### config.mk
export PLATFORM = sky130hd
export DESIGN_NAME = p1v_reset_seq
export DESIGN_NICKNAME = d
export VERILOG_FILES = /design/src/rtl/p1v_reset_seq.sv
export SDC_FILE = /design/constraint.sdc
export NUM_CORES = 1
export LEC_CHECK = 0
export BUFFER_PORTS_ARGS = -buffer_cell sky130_fd_sc_hd__buf_4
export CORE_UTILIZATION = 50
export CTS_CLUSTER_SIZE = 20
export DETAILED_ROUTE_END_ITERATION = 10
export PLACE_DENSITY = 0.69
export SYNTH_ARGS = -nofsm -noshare
export SYNTH_HDL_FRONTEND = slang
export SYNTH_SLANG_ARGS = --single-unit
### constraint.sdc
create_clock -name clock_160 -period 5.1 [get_ports clock_160]
set_input_delay 1.02 -clock clock_160 [delete_from_list [all_inputs] [get_ports clock_160]]
set_output_delay 1.02 -clock clock_160 [all_outputs]
set_load 0.005 [all_outputs]
### src/rtl/p1v_reset_seq.sv
// p1v_reset_seq: reset sequencer for the p1v core.
// Waits for MMCM lock, debounces the reset button and holds reset after release.
module p1v_reset_seq #(
    parameter int HOLD_CYCLES = 8000000,
    parameter int DEB_CYCLES  = 160000,
    parameter int SYNC_STAGES = 2
) (
    input  logic       clock_160,
    input  logic       reset,
    input  logic       locked,
    input  logic       rts,
    input  logic       btn_n,
    output logic       resn,
    output logic [1:0] state,
    output logic [2:0] cause
);

    localparam int HW = (HOLD_CYCLES > 1) ? $clog2(HOLD_CYCLES) : 1;
    localparam int DW = (DEB_CYCLES > 1) ? $clog2(DEB_CYCLES) : 1;

    localparam logic [HW-1:0] HOLD_LOAD = HW'(HOLD_CYCLES - 1);
    localparam logic [HW-1:0] HOLD_ONE  = HW'(1);
    localparam logic [DW-1:0] DEB_LAST  = DW'(DEB_CYCLES - 1);
    localparam logic [DW-1:0] DEB_ONE   = DW'(1);

    typedef enum logic [1:0] {
        LOCKWAIT = 2'b00,
        ASSERT   = 2'b01,
        HOLD     = 2'b10,
        RUN      = 2'b11
    } state_t;

    // bit order in each stage: {btn_n, rts, locked}
    logic [2:0]    r_sync [SYNC_STAGES];
    logic          r_btn_db;
    logic [DW-1:0] r_deb_cnt;
    state_t        r_state;
    logic [HW-1:0] r_hold_cnt;
    logic          r_resn;
    logic [2:0]    r_cause;

    logic   w_locked_s;
    logic   w_rts_s;
    logic   w_btn_s;
    logic   w_req;
    logic   w_leave;
    state_t w_next;

    assign w_locked_s = r_sync[SYNC_STAGES-1][0];
    assign w_rts_s    = r_sync[SYNC_STAGES-1][1];
    assign w_btn_s    = r_sync[SYNC_STAGES-1][2];

    // Synchronize the three asynchronous inputs; reset clears them to "request".
    always_ff @(posedge clock_160) begin
        if (reset) begin
            for (int i = 0; i < SYNC_STAGES; i++) begin
                r_sync[i] <= '0;
            end
        end else begin
            r_sync[0] <= {btn_n, rts, locked};
            for (int i = 1; i < SYNC_STAGES; i++) begin
                r_sync[i] <= r_sync[i-1];
            end
        end
    end

    // Debounce: flip the button level only after DEB_CYCLES straight disagreements.
    always_ff @(posedge clock_160) begin
        if (reset) begin
            r_btn_db  <= 1'b0;
            r_deb_cnt <= '0;
        end else if (w_btn_s != r_btn_db) begin
            if (r_deb_cnt == DEB_LAST) begin
                r_btn_db  <= ~r_btn_db;
                r_deb_cnt <= '0;
            end else begin
                r_deb_cnt <= r_deb_cnt + DEB_ONE;
            end
        end else begin
            r_deb_cnt <= '0;
        end
    end

    assign w_req = ~w_rts_s | ~r_btn_db;

    // Next-state decode; lock loss outranks a reset request everywhere.
    always_comb begin
        w_next = r_state;
        unique case (r_state)
            LOCKWAIT: begin
                if (w_locked_s) w_next = ASSERT;
            end
            ASSERT: begin
                if (!w_locked_s) w_next = LOCKWAIT;
                else if (!w_req) w_next = HOLD;
            end
            HOLD: begin
                if (!w_locked_s)            w_next = LOCKWAIT;
                else if (w_req)             w_next = ASSERT;
                else if (r_hold_cnt == '0)  w_next = RUN;
            end
            RUN: begin
                if (!w_locked_s) w_next = LOCKWAIT;
                else if (w_req)  w_next = ASSERT;
            end
        endcase
    end

    assign w_leave = ((r_state == HOLD) || (r_state == RUN)) &&
                     ((w_next == ASSERT) || (w_next == LOCKWAIT));

    // State, hold counter, registered resn and sticky cause capture.
    always_ff @(posedge clock_160) begin
        if (reset) begin
            r_state    <= LOCKWAIT;
            r_hold_cnt <= '0;
            r_resn     <= 1'b0;
            r_cause    <= 3'b001;
        end else begin
            r_state <= w_next;
            r_resn  <= (w_next == RUN);
            if (r_state == ASSERT) begin
                r_hold_cnt <= HOLD_LOAD;
            end else if ((r_state == HOLD) && (w_next == HOLD)) begin
                r_hold_cnt <= r_hold_cnt - HOLD_ONE;
            end
            if (w_leave) begin
                r_cause <= {~r_btn_db, ~w_rts_s, ~w_locked_s};
            end
        end
    end

    assign resn  = r_resn;
    assign state = r_state;
    assign cause = r_cause;

endmodule

==> results.json, run 1 <==
{
  "wl_per_cell_um": 13.23,
  "numPlacedInstances": 348,
  "multi_input_area_mm2": 0.001290,
  "final_cell_mix": "54 x dfxtp_1, 39 x nor2_1, 20 x nand2_1",
  "n_fill_cell": 431,
  "area_delta_synth_final_pct": 9.063,
  "vias_per_cell": 5.615,
  "p_total_mw": 0.7548,
  "post-route-period-util_pct": 51.10,
  "die_x_um": 71.91,
  "hp-class": "reg2reg",
  "synth_ff_type": "dfxtp_1",
  "grt_pass1_vias": 1789,
  "cts_max_level": 2,
  "dpl.hpwl_mm": 3.260,
  "worstSetupPathType": "reg2reg",
  "clock_skew_ns": 0.003051,
  "setup_ws_ns": 2.494,
  "cts_resized": 0,
  "clk_latency_ns": 0.31,
  "maxCapViolations": 0,
  "layout-drive-gt1-share_pct": 10.03,
  "synth_edf_count": 0,
  "fin_util_pct": 56.42,
  "yosysUniqueCellTypes": 45,
  "synth_cells": 282,
  "rrSetupSlack_ns": 2.49,
  "antenna_found_initial": 0,
  "worstPathRequired_ns": 5.31,
  "setup_viol": 0,
  "die_h_um": 71.91,
  "async_reset_ff_share_pct": 0,
  "period_needed_ns": 2.606,
  "synth_top_cell_by_area": "dfxtp_1",
  "fin_nets": 296,
  "layoutNonFillerInstCount": 356,
  "firstDrtPassIters": 4,
  "top_layer": "met4",
  "p_leak_nw": 0.9187,
  "drc": 0,
  "wl_met1_mm": 2.434,
  "dr_wl_met2_mm": 2.073,
  "cts.sink_count": 54,
  "seqCellArea_mm2": 0.001081,
  "gp_routability_congestion": 0.8347,
  "clk_pin_slew_ns": 0.09,
  "cts_tree": "built",
  "timing.setup.tns_ns": 0,
  "whs_ns": 0.4464,
  "antenna_left": 0,
  "grt_pass1_wl_mm": 8.259,
  "stdcell_area_mm2": 0.002665,
  "yosys.area.top_type_share_pct": 44.24,
  "start_util_pct": 51.74,
  "place_area_mm2": 0.002560,
  "groute.usage.overall_pct": 20.05,
  "synth_area_leaders": "dfxtp_1 44%, nor2_1 6.0%, xnor2_1 3.9%",
  "netlist_area_mm2": 0.002444,
  "max-vdd-ir-drop_uv": 217.6,
  "yosysSeqAreaShare_pct": 44.24,
  "crit_fanout": 8,
  "rsz0062_at_grt": "no",
  "post_cts_buffers": 0,
  "slew_headroom_pct": 43.39,
  "hold_buffers": 0,
  "pre_cts_ws_ns": 2.515,
  "synth-seq-cells": 54,
  "worst-slew-pin-transition_ns": 0.8414,
  "avgSynthCellArea_um2": 8.665,
  "synth.net_count": 290,
  "drt_iter0_drc": 114,
  "cts-root-buf": "clkbuf_8",
  "yosysWarnings": 0,
  "ioPinCount": 11,
  "final_common_cell": "dfxtp_1",
  "p_per_area_mw_per_mm2": 283.2,
  "wl_mm": 4.709,
  "critPathCaptureType": "flop",
  "outcome": "finished, final reports clean",
  "grt_overflow": 0,
  "slew_viol_final": 0,
  "grt_max_degree": 27,
  "numCtsBuffers": 5,
  "wl_met3_um": 153,
  "rows": 25,
  "cp.arrival_ns": 2.81,
  "core_area_mm2": 0.004723,
  "fmax_ghz": 0.3837,
  "finalHoldViolations": 0,
  "worstSetupStartpointType": "flop",
  "vias": 1999,
  "die-area_mm2": 0.005171,
  "clockBufferDepth": 2,
  "antenna_cells": 0,
  "portBuffers": 10
}
## cells in the mapped netlist, drive strengths merged (2+ instances only)
cell type,count
a31o,2
clkbuf,10
and4,2
or4,14
o21a,2
a211oi,4
ha,3
nand4,7
a21oi,12
xor2,9
and2,4
o31ai,6
nand2,20
nand3,7
and3,2
dfxtp,54
nor2b,10
nor3,10
nor4b,2
xnor2,11
or2,3
o21ai,7
a31oi,7
or3,6
nor4,5
nor2,39
a21boi,2
inv,8
nand2b,2
## sequential cells by signal (all words and copies together) (netlist names)
name        flops
r_hold_cnt     23
r_deb_cnt      18
r_sync          6
cause           3
state           2
r_btn_db        1
resn            1
## routing by layer
metal	track usage (%)	vias up
met2	30.19	29
met5	0	-
met3	4.306	6
met4	5.229	0
li1	-	1027
met1	29.25	937
## kinds of logic after synthesis
kind of cell / Yosys count / share of synthesized area [%]
simple gates: 136 / 30.41
xor+xnor: 20 / 7.169
compound gates: 50 / 13.67
buf+inv: 19 / 2.970
fa+ha+maj: 3 / 1.536
flops: 54 / 44.24
## area by class of cell
cell class	instances	area share, %
clock buffers	7	3.615
clock inverters	1	0.3286
inverters	8	1.127
multi-input cells	209	48.40
flip-flops and latches	54	40.56
well taps	67	3.146
repair buffers	10	2.817
## report_power, final
| group | total [mW] | switching [mW] | leakage, nW | internal (mW) |
|---|---|---|---|---|
| registers | 0.435 | 0.00640 | 0.437 | 0.428 |
| clock network | 0.263 | 0.139 | 0.0544 | 0.125 |
| logic | 0.0569 | 0.0349 | 0.427 | 0.0219 |
| total | 0.755 | 0.180 | 0.919 | 0.575 |
## path summary, 6_finish.rpt
kind | startpoint | depth (start not counted) | to
min | r_sync[0][1] | 1 | r_sync[0][4]
max reg2reg | r_hold_cnt[2] | 5 | r_hold_cnt[7]
min reg2reg | r_sync[0][1] | 1 | r_sync[0][4]
max | r_hold_cnt[2] | 5 | r_hold_cnt[7]
## worst max-delay path: stages (launching register included)
cell and delay [ns]:
dfxtp_1 0.37, or4_4 0.58, nor4_1 0.75, and2_0 0.43
nor4_1 0.10, o31a_1 0.28
No activity file was read; power rests on OpenSTA's default activity.
==> inputs of run 2 (changes only) <==
- clock period: 5.1 -> 2.7 ns (I/O delays scaled with it)
==> run 2 against run 1 <==
  * Final area rose by 1.5%
  * First-iteration DRC count rose by 4.4%
  * Clock skew is 0.0039 ns higher
  * Non-clock buffer count up 8
  * Worst hold slack got worse by 0.013 ns
  * Final cell count is 2.2% higher
  * Sequential power increased by 89%
  * Clock power up 71%
  * Combinational power up 110%
  * Critical path depth did not move
  * Power rose by 84%
  * Die area stayed put
==> results.json, run 2 (synthesis gave the netlist of run 1 again) <==
{
  "outcome": "finished, final reports clean",
  "hold_buffers": 0,
  "slew_viol_final": 0,
  "antenna_found_initial": 0,
  "drc": 0,
  "clockBufferDepth": 2,
  "finalHoldViolations": 0,
  "setup_ws_ns": 0.2340,
  "die-area_mm2": 0.005171,
  "pwr-share-seq_pct": 59.1,
  "p_total_mw": 1.390,
  "combPwrFrac_pct": 8.5,
  "dpl.hpwl_mm": 3.338,
  "p_leak_nw": 0.9482,
  "n_fill_cell": 441,
  "p_per_area_mw_per_mm2": 513.5,
  "path_delay_family": "simple AND/OR/NAND/NOR gates",
  "p_clk_share_pct": 32.4,
  "timing.setup.tns_ns": 0,
  "cpMostUsedCell": "or4_4",
  "ioPinCount": 11,
  "p_int_mw": 1.045,
  "portBuffers": 10,
  "wl_mm": 4.679,
  "post_cts_buffers": 0,
  "largest_register_ffs": 23,
  "worstPathRequired_ns": 2.94,
  "firstDrtPassIters": 4,
  "vias_per_cell": 5.481,
  "numCtsBuffers": 5,
  "grt_overflow": 0,
  "pre_cts_ws_ns": 0.2664,
  "worstSetupStartpointType": "flop",
  "grt_pass1_vias": 1815,
  "cts.sink_count": 54,
  "fmax_ghz": 0.4055,
  "cts_max_level": 2,
  "net-switching-power_mw": 0.3452,
  "hp-class": "in2reg",
  "regMostFlops": "r_hold_cnt",
  "clock_skew_ns": 0.006935,
  "timing.critical_path.buf_inv": 0,
  "clk_latency_ns": 0.31,
  "die_x_um": 71.91,
  "cp.arrival_ns": 2.71,
  "reg_top3": "r_hold_cnt x23, r_deb_cnt x18, r_sync x6",
  "critPathCaptureType": "flop",
  "vias": 1995,
  "rsz0062_at_grt": "no",
  "maxCapViolations": 0,
  "gp_routability_congestion": 0.7884,
  "post-route-period-util_pct": 91.33,
  "period_needed_ns": 2.466,
  "slew_headroom_pct": 61.27,
  "crit_fanout": 6,
  "groute.usage.overall_pct": 20.18,
  "grt_max_degree": 27,
  "antenna_cells": 0,
  "final_common_cell": "dfxtp_1",
  "area_delta_synth_final_pct": 10.75,
  "slowest_delay_ns": 0.57,
  "wl_per_cell_um": 12.85,
  "cts_tree": "built",
  "rows": 25,
  "rrSetupSlack_ns": 0.23,
  "cpMaxStageDelayCell": "or4_4",
  "drt_iter0_drc": 119,
  "cts_resized": 0,
  "die_h_um": 71.91,
  "cts-root-buf": "clkbuf_8",
  "setup_viol": 0,
  "worst-slew-pin-transition_ns": 0.5809,
  "fin_nets": 304,
  "max-vdd-ir-drop_uv": 292.4,
  "swShare_pct": 24.84,
  "clk_pin_slew_ns": 0.09,
  "start_util_pct": 51.74,
  "crit_chain": "or4_4 > or4_4 > or3_4 > or4_1 > a21oi_1",
  "layout-drive-gt1-share_pct": 12.12,
  "antenna_left": 0,
  "final_cell_mix": "54 x dfxtp_1, 39 x nor2_1, 20 x nand2_1",
  "core_area_mm2": 0.004723,
  "worstSetupPathType": "reg2reg",
  "grt_pass1_wl_mm": 8.266
}
run 2: layer usage:
| metal | GRT usage, % | vias to the layer above | part of all wire [%] |
|---|---|---|---|
| met5 | 0 | - | 0 |
| li1 | - | 1043 | - |
| met4 | 6.536 | 0 | 1.3 |
| met1 | 28.33 | 909 | 52 |
| met2 | 31.24 | 37 | 43 |
| met3 | 4.167 | 6 | 3.5 |
run 2: per-stage QoR:
stage	cell area, um2	hold WS, ns	util [%]	instances
floorplan	2444	0.4138	-	282
global placement	2620	0.4171	55.47	356
detailed placement	2620	0.4273	55.47	356
CTS	2706	0.4271	57.30	364
global route	2706	0.4266	57.30	364
finish	2706	0.4330	57.30	364
run 2: final timing paths:
| kind | startpoint | end | cells after the start |
|---|---|---|---|
| worst max-delay path | r_hold_cnt[7] | r_hold_cnt[15] | 5 |
| worst min-delay path | btn_n | r_sync[0][2] | 2 |
| worst max register to register | r_hold_cnt[7] | r_hold_cnt[15] | 5 |
| worst min register to register | r_sync[0][2] | r_sync[0][5] | 1 |
run 2: final cells by class:
type,instances,area [um2],area share [%]
Clock buffer,6,72.57,2.681
Timing Repair Buffer,18,135.1,4.993
Tap cell,67,83.83,3.098
Multi-Input combinational cell,209,1290,47.67
Sequential cell,54,1081,39.94
Clock inverter,2,13.76,0.5086
Inverter,8,30.03,1.110
run 2: power by group through the flow:
stage	sequential [mW]	clock, mW	combinational (mW)
floorplan	0.836	0	0.0845
global placement	0.839	0	0.117
detailed placement	0.839	0	0.118
CTS	0.821	0.462	0.118
global route	0.823	0.496	0.133
finish	0.821	0.450	0.119
